[config.mk]
export PLATFORM = sky130hd
export DESIGN_NAME = imm_gen_pipe
export DESIGN_NICKNAME = d
export VERILOG_FILES = /design/src/rtl/imm_gen_pipe.sv
export SDC_FILE = /design/constraint.sdc
export NUM_CORES = 1
export LEC_CHECK = 0
export ABC_AREA = 1
export CORE_ASPECT_RATIO = 0.9
export CORE_UTILIZATION = 45
export CTS_CLUSTER_DIAMETER = 50
export DETAILED_ROUTE_END_ITERATION = 6
export PLACE_DENSITY_LB_ADDON = 0.15
export SETUP_SLACK_MARGIN = 0.02
export SLEW_MARGIN = 20
export SYNTH_ARGS = -nofsm -noshare
export SYNTH_HDL_FRONTEND = slang
export SYNTH_SLANG_ARGS = --single-unit
[constraint.sdc]
create_clock -name clk -period 1.2 [get_ports clk]
set_input_delay 0.12 -clock clk [delete_from_list [all_inputs] [get_ports clk]]
set_output_delay 0.12 -clock clk [all_outputs]
set_load 0.01 [all_outputs]
[src/rtl/imm_gen_pipe.sv]
// -----------------------------------------------------------------------------
// imm_gen_pipe
//
// Pipelined RISC-V immediate generator. The instruction word is decoded
// combinationally into an XLEN-wide immediate (RV32I/RV64I formats) and the
// result is registered into a two-deep output stage (main + skid register)
// with a valid/ready handshake. in_ready comes straight from a flop, so the
// upstream ready path is not combinationally coupled to out_ready.
//
// Parameters
//   XLEN   datapath width, 32 or 64
//   TAG_W  width of the sideband tag travelling with each entry
//
// Ports
//   clk         system clock, rising edge
//   rst_n       asynchronous active-low reset
//   flush       synchronous flush, drops every held entry (highest priority)
//   in_valid    upstream entry valid
//   in_ready    block can accept an entry this cycle (registered, = !skid_valid)
//   in_instr    raw 32-bit instruction word
//   in_imm_sel  immediate format select
//   in_tag      sideband tag
//   out_valid   output entry valid
//   out_ready   downstream accepts the output entry
//   out_imm     decoded immediate
//   out_tag     tag of the output entry
//   out_err     entry was decoded with an illegal format select
// -----------------------------------------------------------------------------
module imm_gen_pipe #(
  parameter int XLEN  = 32,
  parameter int TAG_W = 5
) (
  input  logic             clk,
  input  logic             rst_n,
  input  logic             flush,
  input  logic             in_valid,
  output logic             in_ready,
  input  logic [31:0]      in_instr,
  input  logic [2:0]       in_imm_sel,
  input  logic [TAG_W-1:0] in_tag,
  output logic             out_valid,
  input  logic             out_ready,
  output logic [XLEN-1:0]  out_imm,
  output logic [TAG_W-1:0] out_tag,
  output logic             out_err
);

  typedef enum logic [2:0] {
    SEL_I     = 3'b000,
    SEL_S     = 3'b001,
    SEL_B     = 3'b010,
    SEL_J     = 3'b011,
    SEL_U     = 3'b100,
    SEL_SHAMT = 3'b101,
    SEL_ZIMM  = 3'b110,
    SEL_ILL   = 3'b111
  } imm_sel_e;

  typedef struct packed {
    logic [XLEN-1:0]  imm;
    logic [TAG_W-1:0] tag;
    logic             err;
  } entry_t;

  // ---------------------------------------------------------------------------
  // Combinational decode. Every format is built at 64 bits with sign extension
  // already applied, then truncated to XLEN; this keeps one expression per
  // format that is correct for both widths.
  // ---------------------------------------------------------------------------
  logic [31:0] ins;
  logic        sgn;
  logic [63:0] imm_wide;
  entry_t      dec;

  assign ins = in_instr;
  assign sgn = in_instr[31];

  // The opcode field never contributes to an immediate.
  logic unused_opcode;
  assign unused_opcode = ^in_instr[6:0];

  always_comb begin
    // NOTE: every variable gets a default first so no path leaves it unassigned
    // and no latch is inferred.
    imm_wide = '0;
    dec      = '0;
    dec.tag  = in_tag;
    case (imm_sel_e'(in_imm_sel))
      SEL_I:     imm_wide = {{52{sgn}}, ins[31:20]};
      SEL_S:     imm_wide = {{52{sgn}}, ins[31:25], ins[11:7]};
      SEL_B:     imm_wide = {{51{sgn}}, sgn, ins[7], ins[30:25], ins[11:8], 1'b0};
      SEL_J:     imm_wide = {{43{sgn}}, sgn, ins[19:12], ins[20], ins[30:21], 1'b0};
      // Sign extension from bit 31 only shows up when XLEN=64.
      SEL_U:     imm_wide = {{32{sgn}}, ins[31:12], 12'b0};
      // RV64 shift amounts carry a sixth bit.
      SEL_SHAMT: imm_wide = (XLEN == 64) ? {58'b0, ins[25:20]} : {59'b0, ins[24:20]};
      SEL_ZIMM:  imm_wide = {59'b0, ins[19:15]};
      default:   dec.err  = 1'b1;
    endcase
    dec.imm = imm_wide[XLEN-1:0];
  end

  // ---------------------------------------------------------------------------
  // Output stage: main register drives the outputs, skid register catches the
  // one entry that can arrive after downstream stalls (in_ready is registered,
  // so upstream only learns about the stall a cycle late).
  //
  // Invariant: skid_valid implies main_valid, so FIFO order is main then skid.
  // ---------------------------------------------------------------------------
  entry_t main_q, skid_q;
  logic   main_valid, skid_valid;
  logic   accept, main_free;

  // in_ready is high exactly when skid is empty, so an accepted entry always
  // has a place to go.
  assign accept    = in_valid && !skid_valid;
  assign main_free = !main_valid || out_ready;

  always_ff @(posedge clk or negedge rst_n) begin
    // NOTE: sequential state uses non-blocking assignments so every flop
    // samples pre-edge values regardless of statement order.
    if (!rst_n) begin
      // NOTE: the data registers are reset too because the outputs they drive
      // must read zero while in reset.
      main_valid <= 1'b0;
      skid_valid <= 1'b0;
      main_q     <= '0;
      skid_q     <= '0;
    end else if (flush) begin
      // Flush wins over accept and drain; the data is left as-is since it is
      // qualified by the valids.
      main_valid <= 1'b0;
      skid_valid <= 1'b0;
    end else if (main_free) begin
      if (skid_valid) begin
        // Oldest waiting entry moves up; no accept is possible this cycle.
        main_q     <= skid_q;
        main_valid <= 1'b1;
        skid_valid <= 1'b0;
      end else if (accept) begin
        // Empty or draining main takes the new entry directly.
        main_q     <= dec;
        main_valid <= 1'b1;
      end else begin
        main_valid <= 1'b0;
      end
    end else if (accept) begin
      // Main is stalled: park the entry in skid; in_ready drops next cycle.
      skid_q     <= dec;
      skid_valid <= 1'b1;
    end
  end

  assign in_ready  = !skid_valid;
  assign out_valid = main_valid;
  assign out_imm   = main_q.imm;
  assign out_tag   = main_q.tag;
  assign out_err   = main_q.err;

endmodule

==> impl_metrics.env <==
export IMPL_postRouteAntennaNets=0
export IMPL_status="finished with violations"
export IMPL_crit_fanout=6
export IMPL_dp_hpwl_mm=6.736
export IMPL_vias_per_cell=5.420
export IMPL_wl_per_cell_um=17.06
export IMPL_final_nets=651
export IMPL_vdd_drop_max_uv=784.5
export IMPL_hp_class="input port to asynchronous set/reset pin"
export IMPL_dieArea_um2=8652
export IMPL_arrival_ns=1.65
export IMPL_syn_area_per_cell_um2=7.947
export IMPL_die_h_um=88.34
export IMPL_clockRootBuffer="clkbuf_8"
export IMPL_maxCapViolCount=0
export IMPL_core_area_um2=8029
export IMPL_wirelength_mm=12.11
export IMPL_finClkSkew_ns=0.008381
export IMPL_total_power_mw=7.492
export IMPL_path_clk_slew_ns=0.08
export IMPL_top_layer="met4"
export IMPL_io_pins=85
export IMPL_min_period_ns=1.401
export IMPL_grtUsageTotal_pct=25.70
export IMPL_required_ns=1.45
export IMPL_start_util_pct=46.42
export IMPL_reg2reg_slack_ns=-0.20
export IMPL_power_density_nw_per_um2=1256
export IMPL_finalHoldViolCount=0
export IMPL_synth_net_count=514
export IMPL_syn2layout_area_growth_pct=60.05
export IMPL_overflow=0
export IMPL_ys_seq_area_share_pct=52.37
export IMPL_die_w_um=97.94
export IMPL_setup_viol=76
export IMPL_dr_wl_met2_mm=5.921
export IMPL_fin_area_um2=5966
export IMPL_critPathCaptureType="flop"
export IMPL_io_buffers=77
export IMPL_routed_wl_met3_um=774
export IMPL_max_slew_margin_rel_pct=75.09
export IMPL_cts_buffer_depth=2
export IMPL_grt_setup_unrepaired="yes"
export IMPL_max_freq_mhz=714.0
export IMPL_vias=3848
export IMPL_grt_max_degree=53
export IMPL_ys_ff_latch=78
export IMPL_h_tree_depth=3
export IMPL_rows=31
export IMPL_critical_path_class="flop to flop"
export IMPL_dpl_cell_area_um2=4865
export IMPL_clock_sinks=78
export IMPL_fin_cells=710
export IMPL_finalWorstSetupSlack_ns=-0.2006
export IMPL_critPathMaxStageDelay_ns=0.43
export IMPL_slowest_stage="dfrtp_2"
export IMPL_worstSetupStartpointType="flop"
export IMPL_violations="design-rule violations, negative setup slack"
export IMPL_antenna_cells=0
export IMPL_cts_buffers=9
export IMPL_synth_distinct_cells=26
export IMPL_slew_violations=0
export IMPL_antenna_found_initial=0
export IMPL_finalCritPeriodShare_pct=116.7
export IMPL_synthesis_area_um2=3727
export IMPL_grt_pass1_vias=3429
export IMPL_syn_inst=469
export IMPL_power_leakage_nw=2.944
export IMPL_path_cells="nor2_4 -> nor2_4 -> nand2_8 -> buf_12 -> buf_16 -> nand2_4 -> o21ai_2"
export IMPL_clock_latency_ns=0.36
export IMPL_place_gp_congestion=0.8578
export IMPL_drc=8
export IMPL_dpl_worst_slack_ns=-0.4425
export IMPL_yosysWarnings=0
export IMPL_cts_tree="built"
export IMPL_wl_met1_mm=5.158
export IMPL_drt_iter0_drc=259
export IMPL_drive_gt1_share_pct=32.24
export IMPL_layout_commonest_cell="nand2_1"
export IMPL_worst_pin_slew_ns=0.3736
export IMPL_grt_pass1_wl_mm=17.14
export IMPL_dr_pass1_iters=7
export IMPL_cpMostUsedCell="nor2_4"
export IMPL_dp_cells=657
export IMPL_layout_common_cells="109 x nand2_1, 77 x dfrtp_1, 45 x buf_4"
[cell families after synthesis]
kind of cell / Yosys count / share of synthesized area, %
simple gates: 217 / 24.34
compound gates: 109 / 15.78
flops: 78 / 52.37
buf+inv: 65 / 7.519
[synth_stat cells (all sizes together)]
cell	instances	share of area, %
nor3	1	0.13
clkinv	1	0.10
nand4	7	1.3
clkbuf	9	0.91
nand3	18	2.4
buf	18	2.8
a2bb2oi	4	0.94
inv	37	3.7
nand2	154	16
a31oi	6	1.0
dfrtp	78	52
o211ai	1	0.20
o31ai	7	1.4
a21oi	22	3.0
nor2	35	3.9
or2	2	0.34
o21ai	69	9.3
[state kept, by name (all words and copies together) (netlist names)]
register	flops
out_err	1
out_imm	32
out_tag	5
out_valid	1
skid_q	38
skid_valid	1
[power breakdown]
group          internal, mW  total [mW]  switching, mW
Clock                 0.803        1.79          0.988
Sequential             3.14        3.50          0.354
Combinational          1.13        2.20           1.07
[worst max-delay path, delay by kind of cell (launching register included)]
family | cells | cell delay [ns]
compound gates | 1 | 0.05
buf+inv | 2 | 0.30
flops | 1 | 0.43
simple gates | 4 | 0.50
[routing by layer]
metal / vias to the layer above / GRT usage (%)
li1: 1807 / -
met1: 1847 / 35.65
met2: 167 / 40.40
met3: 27 / 5.845
met4: 0 / 8.264
met5: - / 0
[cell type report]
class,instances,area [um2]
Timing Repair Buffer,152,1653
Clock inverter,5,35.03
Multi-Input combinational cell,327,1897
Inverter,38,162.7
Sequential cell,78,1953
Clock buffer,11,141.4
Fill cell,596,2063
Tap cell,99,123.9
[worst paths after layout]
path,from,end,cells past startpoint
worst max-delay path,skid_valid,out_imm[20],7
worst min-delay path,rst_n,out_imm[9],3
worst max register to register,skid_valid,out_imm[20],7
worst min register to register,skid_q[13],skid_q[13],2
max in group asynchronous,rst_n,out_imm[13],3
min in group clk,in_tag[0],skid_q[1],3
[stage by stage]
stage	hold slack, ns	utilization [%]	TNS, ns
after CTS	0.2431	66.81	-4.325
after global routing	0.2604	74.30	-13.51
after detailed placement	0.08955	60.59	-23.76
after floorplan	-0.1756	-	-0.005311
final	0.2470	74.30	-9.008
after global placement	0.09047	60.59	-21.33
[timing repair]
item,CTS,global route
cloned,6,7
hold endpoints to repair,78,0
gates resized for setup,102,123
buffers inserted,5,19
endpoints found under the setup margin,116,106
pin swaps,13,17
hold buffers,1,0
Power figures use the tool's default switching activity.
